File: src/rtl/div_seq.sv
// Iterative restoring divider, one quotient bit per clock, result {remainder, quotient}.
// Latency: start sampled at edge 0, done pulses in the cycle after edge WIDTH+2.
// Backpressure: none; start is taken only in IDLE and ignored while a division runs.
module div_seq #(
  parameter int WIDTH = 32
) (
  input  logic                 clk,
  input  logic                 rst_n,
  input  logic                 start,
  input  logic                 is_signed,
  input  logic [WIDTH-1:0]     dividend,
  input  logic [WIDTH-1:0]     divisor,
  output logic                 busy,
  output logic                 done,
  output logic [2*WIDTH-1:0]   result,
  output logic                 div_zero
);

  localparam int CW = (WIDTH > 1) ? $clog2(WIDTH) : 1;

  typedef enum logic [1:0] {
    IDLE = 2'd0,
    CALC = 2'd1,
    FIX  = 2'd2,
    DONE = 2'd3
  } state_t;

  state_t state_q, state_d;

  logic [WIDTH-1:0] rem_q;      // partial remainder
  logic [WIDTH-1:0] quo_q;      // shifts in dividend MSB-first, fills with quotient bits
  logic [WIDTH-1:0] dvsr_q;     // |divisor|
  logic [WIDTH-1:0] dvnd_q;     // original dividend, returned as remainder on divide-by-zero
  logic             qneg_q;     // quotient must be negated
  logic             rneg_q;     // remainder takes the dividend's negative sign
  logic             dz_q;       // divisor was zero
  logic [CW-1:0]    cnt_q;

  logic [WIDTH:0]   rem_sh;
  logic [WIDTH:0]   diff;
  logic             dvnd_neg;
  logic             dvsr_neg;

  assign dvnd_neg = is_signed & dividend[WIDTH-1];
  assign dvsr_neg = is_signed & divisor[WIDTH-1];

  // One restoring step: shift next dividend bit into the remainder and trial-subtract.
  always_comb begin
    rem_sh = {rem_q, quo_q[WIDTH-1]};
    diff   = rem_sh - {1'b0, dvsr_q};
  end

  // State register.
  always_ff @(posedge clk or negedge rst_n) begin
    if (!rst_n) state_q <= IDLE;
    else        state_q <= state_d;
  end

  // Next-state logic and the busy flag.
  always_comb begin
    state_d = state_q;
    busy    = 1'b0;
    case (state_q)
      IDLE: if (start) state_d = CALC;
      CALC: begin
        busy = 1'b1;
        if (cnt_q == '0) state_d = FIX;
      end
      FIX: begin
        busy    = 1'b1;
        state_d = DONE;
      end
      DONE:    state_d = IDLE;
      default: state_d = IDLE;
    endcase
  end

  // Datapath: operand capture, iteration, sign/zero fix-up, result register.
  always_ff @(posedge clk or negedge rst_n) begin
    if (!rst_n) begin
      rem_q    <= '0;
      quo_q    <= '0;
      dvsr_q   <= '0;
      dvnd_q   <= '0;
      qneg_q   <= 1'b0;
      rneg_q   <= 1'b0;
      dz_q     <= 1'b0;
      cnt_q    <= '0;
      done     <= 1'b0;
      result   <= '0;
      div_zero <= 1'b0;
    end else begin
      done <= 1'b0;
      case (state_q)
        IDLE: if (start) begin
          rem_q  <= '0;
          quo_q  <= dvnd_neg ? (~dividend + 1'b1) : dividend;
          dvsr_q <= dvsr_neg ? (~divisor + 1'b1) : divisor;
          dvnd_q <= dividend;
          qneg_q <= dvnd_neg ^ dvsr_neg;
          rneg_q <= dvnd_neg;
          dz_q   <= (divisor == '0);
          cnt_q  <= CW'(WIDTH - 1);
        end
        CALC: begin
          if (!diff[WIDTH]) begin
            rem_q <= diff[WIDTH-1:0];
            quo_q <= {quo_q[WIDTH-2:0], 1'b1};
          end else begin
            rem_q <= rem_sh[WIDTH-1:0];
            quo_q <= {quo_q[WIDTH-2:0], 1'b0};
          end
          cnt_q <= cnt_q - 1'b1;
        end
        FIX: begin
          // Divide-by-zero wins over sign correction.
          if (dz_q) begin
            quo_q <= '1;
            rem_q <= dvnd_q;
          end else begin
            if (qneg_q) quo_q <= ~quo_q + 1'b1;
            if (rneg_q) rem_q <= ~rem_q + 1'b1;
          end
        end
        DONE: begin
          result   <= {rem_q, quo_q};
          div_zero <= dz_q;
          done     <= 1'b1;
        end
        default: ;
      endcase
    end
  end

endmodule

File: config.mk
export PLATFORM = sky130hd
export DESIGN_NAME = div_seq
export DESIGN_NICKNAME = d
export VERILOG_FILES = /design/src/rtl/div_seq.sv
export SDC_FILE = /design/constraint.sdc
export NUM_CORES = 1
export LEC_CHECK = 0
export BUFFER_PORTS_ARGS = -buffer_cell sky130_fd_sc_hd__buf_4
export CAP_MARGIN = 20
export CORE_MARGIN = 2
export CORE_UTILIZATION = 50
export DETAILED_ROUTE_END_ITERATION = 8
export PLACE_DENSITY = 0.79
export SLEW_MARGIN = 25
export SYNTH_ARGS = -nofsm -noshare
export SYNTH_HDL_FRONTEND = slang
export SYNTH_SLANG_ARGS = --single-unit
File: constraint.sdc
create_clock -name clk -period 4.1 [get_ports clk]
set_input_delay 0.41 -clock clk [delete_from_list [all_inputs] [get_ports clk]]
set_output_delay 0.41 -clock clk [all_outputs]
set_load 0.01 [all_outputs]
# After elaboration in Yosys (flattened, before gate mapping)

Index checks and enable logic that the tools add are counted.
W data, S select, Z words.

Bitwise operators: 7
Multiplexer cells: 19
$add $sub $neg: 6
Reductions and logical operators: 11
Eq/ne operators: 7

Operators with widths:

| cell                    | count |
|---|---|
| $mux W32                | 9 |
| $pmux W32 S3            | 2 |
| $add A32 B1 Y32 const B | 4 |
| $not A32 Y32            | 4 |
| $sub A33 B32 Y33        | 1 |
| $logic_not A32 Y1       | 1 |
| $pmux W5 S2             | 1 |
| $pmux W2 S4             | 1 |
| $ne A3 B3 Y1 const B    | 2 |
| $reduce_and A2 Y1       | 3 |
| $reduce_and A3 Y1       | 2 |
| $logic_not A5 Y1        | 1 |
| $mux W5                 | 1 |
| $sub A5 B1 Y5 const B   | 1 |
| $eq A2 B2 Y1 const B    | 2 |
| $mux W2                 | 2 |
| $ne A2 B2 Y1 const B    | 2 |
| $mux W1                 | 3 |
| $reduce_bool A3 Y1      | 1 |
| $and A1 B1 Y1           | 2 |
| $eq A2 B1 Y1 const B    | 1 |
| $logic_not A2 Y1        | 1 |
| $reduce_bool A2 Y1      | 1 |
| $reduce_or A2 Y1        | 1 |
| $xor A1 B1 Y1           | 1 |

Output and inout bits: 67
Word-level logic and storage cells: 62
Register bits after elaboration: 204
Input bits: 68

# Depth between registers and ports, before layout

Depth in word-level cells: 5
Depth in mapped cells: 14
Mapped depth without buffers: 12

# Worst setup path after synthesis

Ideal clock, no wire load.

Path kind: register -> register
Start point: register quo_q[31]
End point: register rem_q[11]
Path buffers: 2
Slack: 1068 ps
Required time: 3967 ps
Clock period less this slack: 3032 ps
Setup time: 133 ps
Cell stages (with the launch flop): 14
Data arrival time: 2899 ps
Cell sequence: dfrtp_1 > inv_1 > ha_1 > fa_1 > nor2b_1 > o31ai_1 > a31o_2 > o2111ai_1 > a31oi_1 > xnor2_2 > buf_2 > buf_2 > mux2i_1 > o21ai_0

Cells in the longest elaborated chain, start to end: 3

RTL lines:

| element                | line | RTL |
|---|---|---|
| start, declared        | 31   | `logic [WIDTH-1:0] quo_q;` |
| start signal, assigned | 97   | `quo_q <= dvnd_neg ? (~dividend + 1'b1) : dividend;` |
| start signal, assigned | 108  | `quo_q <= {quo_q[WIDTH-2:0], 1'b1};` |
| start signal, assigned | 111  | `quo_q <= {quo_q[WIDTH-2:0], 1'b0};` |
| $sub A33 B32 Y33       | 50   | `diff = rem_sh - {1'b0, dvsr_q};` |
| $mux W32               | 106  | `if (!diff[WIDTH]) begin` |
| $pmux W32 S3           | 94   | `case (state_q)` |
| end signal, assigned   | 107  | `rem_q <= diff[WIDTH-1:0];` |
| end signal, assigned   | 110  | `rem_q <= rem_sh[WIDTH-1:0];` |
| end signal, assigned   | 119  | `rem_q <= dvnd_q;` |
| end, declared          | 30   | `logic [WIDTH-1:0] rem_q;` |

No other way between the ends.
A chain may end at the register's enable or synchronous reset.

# Worst setup path after layout

Start point: register quo_q[31]
End point: register rem_q[30]

Same word-level chain as after synthesis.

==> reports/qor.csv <==
stage,metric,value,unit
floorplanning,die_h,168,um
sta,finClkSkew,19.3,ps
routing,ant_nets,0,
power,peakVddDrop,446,uV
clocking,cts_setup_buffers,0,
logic_synthesis,synthMuxAreaShare,10.1,%
clocking,cts_hold_buf,0,
global_routing,antenna_found_initial,0,
routing,num_vias,12000,
placement,io_buffer_count,134,
worst_setup_path,crit_arrival,4000,ps
floorplanning,dieArea,0.0281,mm2
placement,place.gp.congestion,0.917,
finish,finalNonFillerCells,1964,
floorplanning,core_area,0.0262,mm2
logic_synthesis,synth_ff_type,dfrtp_1,
finish,nets,1723,
logic_synthesis,synthXorXnorAreaFrac,8.62,%
worst_setup_path,start_kind,flip-flop,
logic_synthesis,synth_edf_count,0,
clocking,cts-root-buf,clkbuf_16,
logic_synthesis,yosys.area_share.simple,16.7,%
logic_synthesis,seq_area_frac_synth,38.1,%
sta,slew_headroom,35.7,%
logic_synthesis,avgSynthCellArea,8.83,um2
floorplanning,die_width,168,um
clocking,clk-insertion-delay-late,540,ps
sta,setup_violations,0,
global_routing,grt_max_degree,111,
clocking,cts_tree,built,
routing,drt-initial-drc-count,1255,
sta,fmax,0.278,GHz
routing,vias_per_cell,6.09,
finish,final_cell_mix,"208 x o21ai_0, 203 x dfrtp_1, 187 x nand2_1",
power,leakage,6.86,nW
logic_synthesis,synth_cell_types,73,
logic_synthesis,synth_compound_area_share,18.5,%
sta,tightest_slew,965,ps
logic_synthesis,synthAdderAreaFrac,4.07,%
clocking,cts_sinks,204,
finish,synthToLayoutAreaGrowth,16.4,%
clocking,cts.clk_slew.worst_paths,60,ps
logic_synthesis,syn-num-nets,1627,
logic_synthesis,ys_ff_latch,204,
flow_run,maxCapViolCount,0,
logic_synthesis,synth_area,0.0134,mm2
worst_setup_path,worst-path-max-fanout,18,
global_routing,track_usage,26.6,%
routing,drcViolationCount,0,
sta,finalCritPeriodShare,87.8,%
routing,wire_per_inst,18.9,um
min_path,min_path_type,in2async,
logic_synthesis,ys.warnings.count,0,
sta,finalSetupTns,0,ps
floorplanning,rows,59,
power,power_density,900,mW/mm2
worst_setup_path,required,4500,ps
logic_synthesis,synth_top_family_by_area,compound AO/OA/AOI/OAI gates,
status,status,"finished, final reports clean",
global_routing,globalRouteOverflowTotal,0,
clocking,cts_resized,0,
worst_setup_path,criticalPathCategory,reg2reg,
worst_setup_path,reg2reg_depth,12,
logic_synthesis,syn_inst,1516,
floorplanning,io_pins,135,
routing,wl,37.1,mm
sta,hold_violations,0,
logic_synthesis,synthArstFlopShare,100,%
global_routing,grt_pass1_vias,11600,
global_routing,grt_pass1_wl,61.0,mm
floorplanning,start_util,51.1,%
clocking,h-tree-depth,1,
finish,drive_above_1_share,20.1,%
finish,antenna_cells,0,
routing,first_pass_iters,8,
placement,placed_cells,1921,
finish,final_common_cell,o21ai_0,
worst_setup_path,cp-end-kind,flip-flop,
sta,period_needed,3600,ps
placement,dp_hpwl,26.2,mm
finish,nFillCells,2188,
sta,finalMaxSlewViolations,0,
clocking,numCtsBuffers,24,
sta,grt_setup_unrepaired,false,
clocking,cts.path.max_buffers,3,
final timing paths:
kind                                   start         end  slack [ps]
worst max register to register     quo_q[31]   rem_q[30]         500
worst min-delay path                   rst_n  dvsr_q[26]          10
max in group asynchronous              rst_n  dvnd_q[11]        3180
worst max-delay path               quo_q[31]   rem_q[30]         500
worst min register to register    dvsr_q[24]  dvsr_q[24]         480
min in group clk                dividend[30]  dvnd_q[30]         140
final cells by class:
cell class	count	area, um2	share of cell area, %
Clock buffer	28	646	4.14
Clock inverter	15	246	1.58
Inverter	53	199	1.28
Multi-Input combinational cell	1178	7820	50.2
Sequential cell	204	5110	32.8
Tap cell	335	419	2.69
Timing Repair Buffer	151	1150	7.39
cells by family after synthesis:
family	after synthesis
AOI/OAI and AO/OA	421
xor gates and xnor gates	131
adders and majority gates	43
buffers and inverters	134
DFF	204
muxes	122
and+or+nand+nor	461
synthesized netlist by cell type (9+ instances only):
cell type,instances,share of area [%]
a211oi_1,9,0.50
a21o_1,12,0.67
a21oi_1,80,3.0
a22oi_1,19,1.1
a31oi_1,10,0.47
and3_1,10,0.47
clkbuf_1,67,1.9
dfrtp_1,204,38
ha_1,42,3.9
inv_1,53,1.5
mux2_2,103,8.7
mux2i_1,19,1.4
nand2_1,188,5.3
nand2b_1,16,0.75
nand3_1,40,1.5
nand4_1,9,0.42
nor2_1,80,2.2
nor2b_1,13,0.61
nor3_1,36,1.3
nor4_1,16,0.75
o211ai_1,9,0.50
o21a_1,10,0.56
o21ai_0,209,7.8
o31ai_1,11,0.62
xnor2_1,60,3.9
xor2_1,70,4.6
state kept, by name, indices dropped and copies added, names as in the netlist:
register,cells
div_zero,1
qneg_q,1
quo_q,32
dz_q,1
result,64
rneg_q,1
dvnd_q,32
done,1
dvsr_q,32
state_q,2
cnt_q,5
rem_q,32
power by group:
group / switching (W) / internal (W) / total [W]
sequential: 0.000894 / 0.00291 / 0.00380
combinational: 0.00447 / 0.00335 / 0.00782
clock: 0.000898 / 0.00151 / 0.00240
total: 0.00626 / 0.00777 / 0.0140
per-layer routing:
layer	vias to the layer above	track usage, %	routed length [um]
met1	5810	36.7	15700
met3	81	3.99	2590
met5	-	0	0
li1	5580	-	-
met4	0	9.15	1160
met2	488	42.9	17600
stage by stage:
step | util (%) | setup slack, ps | hold slack, ps | power [W] | instance area, um2
6_report | 59.5 | 500 | 13.2 | 0.0140 | 15600
5_1_grt | 59.5 | 269 | 91.5 | 0.0151 | 15600
4_1_cts | 59.5 | 543 | 60.7 | 0.0140 | 15600
3_5_place_dp | 56.1 | 569 | 471 | 0.0115 | 14700
3_3_place_gp | 56.1 | 685 | 463 | 0.0112 | 14700
2_1_floorplan | - | 1070 | 114 | 0.00924 | 13400
critical path: stages, from the launching register on:
cell       delay (ps)
dfrtp_1           400
inv_1              90
ha_1              230
fa_1              420
nor2b_1           180
o31ai_1           100
a31o_2            250
o2111ai_1         250
a31oi_1           230
xnor2_4           580
nor2_1            270
a221oi_1          340
o21ai_0           120
Note: power is estimated with default switching activity, not from simulation.
